**config.mk**
```make
export PLATFORM = sky130hd
export DESIGN_NAME = ls299_load_seq
export DESIGN_NICKNAME = d
export VERILOG_FILES = /design/src/rtl/ls299_pkg.sv /design/src/rtl/ls299_load_seq.sv
export SDC_FILE = /design/constraint.sdc
export NUM_CORES = 1
export LEC_CHECK = 0
export ABC_AREA = 1
export BUFFER_PORTS_ARGS = -buffer_cell sky130_fd_sc_hd__buf_2
export CORE_ASPECT_RATIO = 1.2
export CORE_MARGIN = 3
export CORE_UTILIZATION = 25
export DETAILED_ROUTE_END_ITERATION = 7
export PLACE_DENSITY = 0.49
export SYNTH_ARGS = -nofsm -noshare
export SYNTH_HDL_FRONTEND = slang
export SYNTH_SLANG_ARGS = --single-unit
```
**constraint.sdc**
```tcl
create_clock -name CK -period 2.1 [get_ports CK]
set_input_delay 0.42 -clock CK [delete_from_list [all_inputs] [get_ports CK]]
set_output_delay 0.42 -clock CK [all_outputs]
set_load 0.02 [all_outputs]
```
**src/rtl/ls299_pkg.sv**
```systemverilog
// ls299_pkg: shared definitions for the ls299 upstream load sequencer.
//   S_*          : ls299 mode-pin encodings {S1,S0}
//   PARITY_ODD   : constant folded into the optional word parity
//   seq_state_t  : sequencer state
//   shift_code() : mode code that moves bits toward the chosen serial pin
package ls299_pkg;

  localparam logic [1:0] S_HOLD = 2'b00;
  localparam logic [1:0] S_SHR  = 2'b01;
  localparam logic [1:0] S_SHL  = 2'b10;
  localparam logic [1:0] S_LOAD = 2'b11;

  localparam logic PARITY_ODD = 1'b0;

  typedef enum logic {
    IDLE  = 1'b0,
    SHIFT = 1'b1
  } seq_state_t;

  // Right shift drains QH (LSB first); left shift drains QA (MSB first).
  function automatic logic [1:0] shift_code(input bit msb_first);
    return msb_first ? S_SHL : S_SHR;
  endfunction

endpackage

```
**src/rtl/ls299_load_seq.sv**
```systemverilog
// ls299_load_seq: accepts bytes over valid/ready and drives an ls299 so that
// each byte is serialised gaplessly on QH (LSB first) or QA (MSB first),
// with a strobe aligned to every valid serial bit.
//
// Parameters: NBITS (1..8 bits strobed per word), MSB_FIRST, FILL.
// Ports:
//   CK, RST          clock (rising edge), synchronous active-high reset
//   in_data/in_valid/in_ready   byte handshake (in_ready combinational)
//   pause            downstream stall, freezes serialisation
//   S, G_b, D, SR, SL, CLR_b    ls299 control pins (S, D registered)
//   bit_strobe/bit_first/bit_last  serial-bit qualifiers (registered)
//   busy             sequencer not idle
// Optional: define LS299_LOAD_SEQ_PARITY_EN to add a registered 'parity'
// output holding the parity of the low NBITS of the last accepted word.
module ls299_load_seq
  import ls299_pkg::*;
#(
  parameter int unsigned NBITS     = 8,
  parameter bit          MSB_FIRST = 1'b0,
  parameter logic        FILL      = 1'b0
) (
  input  logic       CK,
  input  logic       RST,
  input  logic [7:0] in_data,
  input  logic       in_valid,
  output logic       in_ready,
  input  logic       pause,
  output logic [1:0] S,
  output logic [1:0] G_b,
  output logic [7:0] D,
  output logic       SR,
  output logic       SL,
  output logic       CLR_b,
  output logic       bit_strobe,
  output logic       bit_first,
  output logic       bit_last,
  output logic       busy
`ifdef LS299_LOAD_SEQ_PARITY_EN
  ,
  output logic       parity
`endif
);

  localparam logic [1:0] SHC      = shift_code(MSB_FIRST);
  localparam logic [2:0] CNT_INIT = 3'(NBITS - 1);

  seq_state_t state_q, state_d;
  logic [2:0] cnt_q, cnt_d;
  logic [1:0] s_q, s_d;
  logic [7:0] d_q, d_d;
  logic       strobe_q, strobe_d;
  logic       first_q, first_d;
  logic       last_q, last_d;
  logic       accept;

  // A new word may be taken while idle or while the final shift of the
  // current word is being issued; that is what makes the stream gapless.
  assign in_ready = ~RST & ~pause &
                    ((state_q == IDLE) | ((state_q == SHIFT) & (cnt_q == '0)));
  assign accept   = in_valid & in_ready;

  always_comb begin
    state_d = state_q;
    cnt_d   = cnt_q;
    s_d     = S_HOLD;
    d_d     = d_q;
    if (accept) begin
      s_d     = S_LOAD;
      d_d     = in_data;
      cnt_d   = CNT_INIT;
      state_d = SHIFT;
    end else if (!pause && state_q == SHIFT) begin
      if (cnt_q != '0) begin
        s_d   = SHC;
        cnt_d = cnt_q - 3'd1;
      end else begin
        state_d = IDLE;
      end
    end
  end

  // The command sitting in s_q executes at the coming edge, so its bit is
  // visible one cycle later: the strobe flags are derived from s_q. In the
  // cycle a word's final command is presented, cnt_q has already reached 0.
  always_comb begin
    strobe_d = (s_q == S_LOAD) | (s_q == SHC);
    first_d  = (s_q == S_LOAD);
    last_d   = strobe_d & (state_q == SHIFT) & (cnt_q == '0);
  end

  always_ff @(posedge CK) begin
    if (RST) begin
      state_q  <= IDLE;
      cnt_q    <= '0;
      s_q      <= S_HOLD;
      d_q      <= '0;
      strobe_q <= 1'b0;
      first_q  <= 1'b0;
      last_q   <= 1'b0;
    end else begin
      state_q  <= state_d;
      cnt_q    <= cnt_d;
      s_q      <= s_d;
      d_q      <= d_d;
      strobe_q <= strobe_d;
      first_q  <= first_d;
      last_q   <= last_d;
    end
  end

`ifdef LS299_LOAD_SEQ_PARITY_EN
  localparam logic [7:0] MASK = 8'((1 << NBITS) - 1);

  logic parity_q, parity_d;

  always_comb begin
    parity_d = parity_q;
    if (accept) parity_d = (^(in_data & MASK)) ^ PARITY_ODD;
  end

  always_ff @(posedge CK) begin
    if (RST) parity_q <= 1'b0;
    else     parity_q <= parity_d;
  end

  assign parity = parity_q;
`else
  // Parity output not built.
`endif

  assign S          = s_q;
  assign D          = d_q;
  assign G_b        = 2'b00;
  assign SR         = FILL;
  assign SL         = FILL;
  assign CLR_b      = ~RST;
  assign bit_strobe = strobe_q;
  assign bit_first  = first_q;
  assign bit_last   = last_q;
  assign busy       = (state_q != IDLE);

endmodule

```
==> results of run 1 <==
[area by class of cell]
class,count,area [sq um],area share
clock inverters,1,5.00,0.00538
multi-input cells,65,305,0.328
repair buffers,28,143,0.153
flip-flops and latches,17,340,0.366
inverters,19,71.3,0.0767
clock buffers,3,22.5,0.0242
well taps,34,42.5,0.0458
[how the worst min path moves through the flow]
stage,depth (start not counted),slack (ns),to,from
after floorplan,1,0.49,S[0]$_SDFF_PP0_,RST
after global placement,2,0.44,bit_first$_SDFF_PP0_,S[1]$_SDFF_PP0_
after detailed placement,2,0.43,bit_first$_SDFF_PP0_,S[1]$_SDFF_PP0_
after CTS,3,0.32,D[5]$_SDFFE_PP0P_,in_data[5]
after global routing,3,0.33,D[3]$_SDFFE_PP0P_,in_data[3]
final,3,0.34,D[5]$_SDFFE_PP0P_,in_data[5]
[worst min-delay path, stage by stage]
cell and delay (ns):
buf_2 0.07, nor2_1 0.03, nor2_1 0.08
[stage by stage]
| stage | setup WS, ns | instances | hold WS (ns) |
|---|---|---|---|
| after global routing | 0.159 | 167 | 0.330 |
| after CTS | 0.255 | 167 | 0.321 |
| after global placement | 0.634 | 163 | 0.441 |
| after detailed placement | 0.612 | 163 | 0.431 |
| after floorplan | 0.498 | 108 | 0.489 |
| final | 0.287 | 167 | 0.337 |
[power breakdown]
part / internal [uW] / switching, uW
logic: 37.4 / 70.3
clock network: 71.0 / 109
registers: 337 / 7.37
[placed cells by master (no fill, tap or decap), types with 2 or more instances in the layout]
master / n
ha_1: 2
nand2_1: 24
buf_2: 27
dfxtp_1: 17
conb_1: 4
clkbuf_4: 3
nor2_2: 2
inv_1: 18
nor2_1: 18
a21oi_1: 2
nand3_1: 5
[sequential cells by signal, indices dropped and copies added, names as in the netlist]
signal	flops
bit_first	1
cnt_q	3
bit_strobe	1
D	8
busy	1
S	2
bit_last	1
[logic make-up (layout without fill, tap and decap cells)]
kind of cell	after synthesis	after routing	share of synthesized area
simple gates	55	55	0.320
buf+inv	26	51	0.165
flops	17	17	0.448
compound gates	4	4	0.0297
fa+ha+maj	2	2	0.0329
other cells	1	4	0.00494
[routing by layer]
layer,vias to the layer above,GRT usage,routed length [microns]
met2,19,0.145,742
met4,0,0.0712,40
met5,-,0,0
met3,4,0.0215,100
met1,284,0.0914,648
li1,358,-,-
==> impl_results.md, run 1 <==
- Crit Path Class: reg2out
- Router iterations before antenna repair: 4
- Gr usage total: 0.0866
- Iter 0 DRT Violations: 19
- Max VDD drop: 0.260 mV
- Fin crit share: 0.864
- Final ANT Viol Nets: 0
- Finished Cell Area: 930 sq um
- Cts bufs inserted: 3
- Most frequent cells after synthesis: nand2_1 (24), inv_1 (18), nor2_1 (18)
- Worst-path clk slew: ~0.11 ns
- Stages on the worst setup path: 5
- Crit Reg-Reg Endpoint: cnt_q[2]$_SDFFE_PP0P_
- #FFs+latches synth: 17
- Layout Skew: 0.00988 ns
- Slowest CP cell: dfxtp_1
- Worst setup endpoint: in_ready
- Leading post-synthesis cells by cell area: dfxtp_1 (45%), nand2_1 (12%), inv_1 (8.9%)
- Main synth FF type: dfxtp_1
- Nature of the critical path startpoint: flop
- CTS tree: done
- FFs w/ async S/R, synth: 0
- Count leader, synth: nand2_1
- Most area-hungry cell type in the Yosys netlist: dfxtp_1
- Post-synth EDFFs: 0
- Number of max-slew violations in the final report: 0
- Worst Reg2Reg Path Length in Cells: 8
- Register area share after synthesis: 0.448
- Die area: 3740 sq um
- Post-CTS sizing: 0
- Worst Hold Class: in2reg
- Largest net degree at the start of global routing: 23
- CP delay by family, top: flip-flops
- Maximum fanout along the worst path: 8
- Post-Syn Area: 759 sq um
- Status: finished, final reports clean
- Synth Instances: 105
- WP data required: ~1.7 ns
- Vias in the first global route: 575
- Total Power: 632 uW
- Final core occ: 0.328
- Post-DP HPWL: 1090 microns
- R2R Setup Slk: roughly 0.60 ns
- Initial antenna violation count: 0
- Synth Area per Inst: between 7 and 8 sq um
- Final Hold Violating Endpoints: 0
- FF-to-FF Start: cnt_q[0]$_SDFFE_PP0P_
- DRC errors left: 0
- Setup repair after global routing missed its margin: no
- Crit path cell chain: inv_1, ha_1, nand2_4, a21boi_0, buf_2
- Cell variety after synth: 21
- Die H: about 66 microns
- Vias: 665
- Setup TNS Final: 0 ns
- Placed cell area: 902 sq um
- Critical path arrival: 1.39 ns
- Synthesis-to-finish area growth: 22.4%
- IO Count: 32
- Final setup fails: 0
- WP buf/inv: 2
- H-tree depth: 1
- Max incr delay on CP: 0.32 ns
- First-pass GRT wire length: 2440 microns
- Nets: 148
- FILL cells: 335
- Core area: roughly 2800 sq um
- Row cnt: 21
- Worst Setup End Kind: output pin
- N_diodes: 0
- Initial Util: 0.268
- # Max-Cap Violations: 0
- Mean routed wirelength per cell: 9.17 microns
- P per Cell Area: 680 nW/um^2
- Clock sinks: 17
- Remaining Overflow, GRT: 0
- Post-CTS Setup Inserts: 0
- CTS root buf: clkbuf_4
- Leak Pwr: 0.000535 uW
- Layout cells sized above 1: 0.286
- Die X: 56.3 microns
- Top cell type's share of synthesized area: 0.448
- Hold Buf Count CTS: 0
- Clk_lat worst skew: 0.30 ns
- Routed WL: 1530 microns
- Vias/cell: between 3 and 4
- Yosys warns: 0
- Fmax: around 550 MHz
- Crit path time final: 1.81 ns
- Port bufs: 27
- CTS Buffer Depth: 2
- Worst setup startpoint: cnt_q[0]$_SDFFE_PP0P_
- Placer Congestion: about 0.76
No activity file was read; power rests on OpenSTA's default activity.
==> run 2: changes to the inputs <==
--- a/constraint.sdc
+++ b/constraint.sdc
@@ -3,2 +3,2 @@
 set_output_delay 0.42 -clock CK [all_outputs]
-set_load 0.02 [all_outputs]
+set_load 0.005 [all_outputs]
==> run 2 against run 1 <==
  * Clock skew down 0.0017 ns
  * Combinational power fell by 21%
  * Largest power group unchanged
  * Global-route usage is 0.42 points lower
  * Critical path type unchanged
  * Via count is 3.0% lower
  * Sequential power hardly changed
==> impl_results.md, run 2 (synthesis gave the netlist of run 1 again) <==
- Fmax: 569 MHz (+3.2%)
- Router iterations before antenna repair: 4 (unchanged)
- Placer Congestion: 0.717 (-5.7%)
- Port bufs: 27 (unchanged)
- Nets: 147 (-0.68%)
- Mean routed wirelength per cell: 8.84 microns (-3.5%)
- Clock sinks: 17 (unchanged)
- Core area: 2840 sq um (unchanged)
- Maximum fanout along the worst path: 8 (unchanged)
- First-pass GRT wire length: 2430 microns (-0.29%)
- Max incr delay on CP: 0.32 ns (about the same)
- Largest register FFs: 8 (unchanged)
- Layout Skew: 0.00816 ns (-0.00172 ns)
- CTS Buffer Depth: 2 (unchanged)
- WP data required: 1.68 ns (about the same)
- Max VDD drop: 0.256 mV (-1.4%)
- Largest net degree at the start of global routing: 23 (unchanged)
- Worst-path clk slew: 0.11 ns (about the same)
- Switching pwr: 169 uW (-9.4%)
- Stages on the worst setup path: 5 (unchanged)
- Post-CTS Setup Inserts: 0 (unchanged)
- Total Power: 613 uW (-3.1%)
- Nature of the critical path startpoint: flop
- P per Cell Area: 665 nW/um^2 (-2.3%)
- Vias in the first global route: 569 (-1.0%)
- Internal power: 444 uW (-0.43%)
- Number of max-slew violations in the final report: 0 (unchanged)
- DRC errors left: 0 (unchanged)
- Initial Util: 0.268 (unchanged)
- Gr usage total: 0.0824 (-0.00415)
- Cts bufs inserted: 3 (unchanged)
- Die X: 56.3 microns (unchanged)
- Fin crit share: 0.836 (-0.0271)
- IO Count: 32 (unchanged)
- Setup TNS Final: 0 ns (unchanged)
- Die H: 66.4 microns (unchanged)
- Hold Buf Count CTS: 0 (unchanged)
- Setup repair after global routing missed its margin: no
- Sequential power share: 0.562 (+0.017)
- Iter 0 DRT Violations: 28 (+9)
- # Max-Cap Violations: 0 (unchanged)
- Die area: 3740 sq um (unchanged)
- Hold-critical path depth: 3 (unchanged)
- Crit path cell chain: inv_1, ha_1, nand2_4, a21boi_0, buf_2
- Slowest CP cell: dfxtp_1
- Commonest non-fill, non-tap cells in the layout: buf_2 (27), nand2_1 (24), inv_1 (18), nor2_1 (18), dfxtp_1 (17)
- Worst Hold Class: in2reg
- Worst Setup End Kind: output pin
- Combinational share of power: 0.140 (-0.030)
- CTS tree: done
- Clock power frac: 0.298 (+0.013)
- Layout cells sized above 1: 0.280 (-0.00541)
- Clk_lat worst skew: 0.30 ns (about the same)
- Final setup fails: 0 (unchanged)
- Leak Pwr: 0.000530 uW (-0.90%)
- Post-CTS sizing: 0 (unchanged)
- Hold WS: 0.337 ns (+0.000244 ns)
- Sw Share: 0.276 (-0.0194)
- Initial antenna violation count: 0 (unchanged)
- Commonest non-fill, non-tap cell in the layout: buf_2
- Routed WL: 1470 microns (-4.1%)
- Final ANT Viol Nets: 0 (unchanged)
- R2R Setup Slk: 0.56 ns (-0.04 ns)
- N_diodes: 0 (unchanged)
- Worst Reg2Reg Path Length in Cells: 8 (unchanged)
- WP buf/inv: 2 (unchanged)
- Vias: 645 (-3.0%)
- Crit path time final: 1.76 ns (-0.0569 ns)
- Crit Path Class: reg2out
- H-tree depth: 1 (unchanged)
- Critical path arrival: 1.34 ns (-0.05 ns)
- Remaining Overflow, GRT: 0 (unchanged)
- Synthesis-to-finish area growth: 21.4%
- Post-DP HPWL: 1060 microns (-2.6%)
- Row cnt: 21 (unchanged)
- CP delay by family, top: flip-flops
- Status: finished, final reports clean
- Final Hold Violating Endpoints: 0 (unchanged)
- CTS root buf: clkbuf_4
- Vias/cell: 3.89 (-2.4%)
-- run 2: power groups by stage --
stage / registers, uW / clock network (uW) / logic (uW)
6_report: 345 / 183 / 85.7
5_1_grt: 347 / 203 / 99.3
4_1_cts: 345 / 190 / 86.3
3_5_place_dp: 352 / 0 / 85.3
3_3_place_gp: 352 / 0 / 85.3
2_1_floorplan: 353 / 0 / 59.5
-- run 2: area by class of cell --
cell class                 instances  area, sq um
timing repair buffer              27          135
clock inverter                     1         5.00
clock buffer                       3         22.5
fill                             323         1920
tap                               34         42.5
sequential                        17          340
multi-input combinational         65          305
inverter                          19         71.3
-- run 2: metal layers --
layer	GRT usage	routed length [microns]
met3	0.0234	101
met4	0.0356	15
met1	0.0947	670
met2	0.142	680
met5	0	0
-- run 2: through the flow --
step | cell area (sq um) | cells | setup slack [ns] | utilization
final | 922 | 166 | 0.343 | 0.325
after global routing | 922 | 166 | 0.219 | 0.325
after CTS | 922 | 166 | 0.335 | 0.325
after detailed placement | 895 | 162 | 0.604 | 0.315
after global placement | 895 | 162 | 0.604 | 0.315
after floorplan | 771 | 108 | 0.814 | -
-- run 2: worst reg2reg max path: stages (launching register included) --
cell and delay [ns]:
dfxtp_1 0.32, inv_1 0.09, ha_1 0.23, nand2_4 0.10
nand2_2 0.07, nand3_2 0.34, nand3_1 0.22, nand2_1 0.07
inv_1 0.06
-- run 2: worst paths after layout --
path	end	from
min reg2reg	bit_first$_SDFF_PP0_	S[0]$_SDFF_PP0_
max	in_ready	cnt_q[0]$_SDFFE_PP0P_
max reg2reg	cnt_q[2]$_SDFFE_PP0P_	cnt_q[0]$_SDFFE_PP0P_
min	D[0]$_SDFFE_PP0P_	in_data[0]
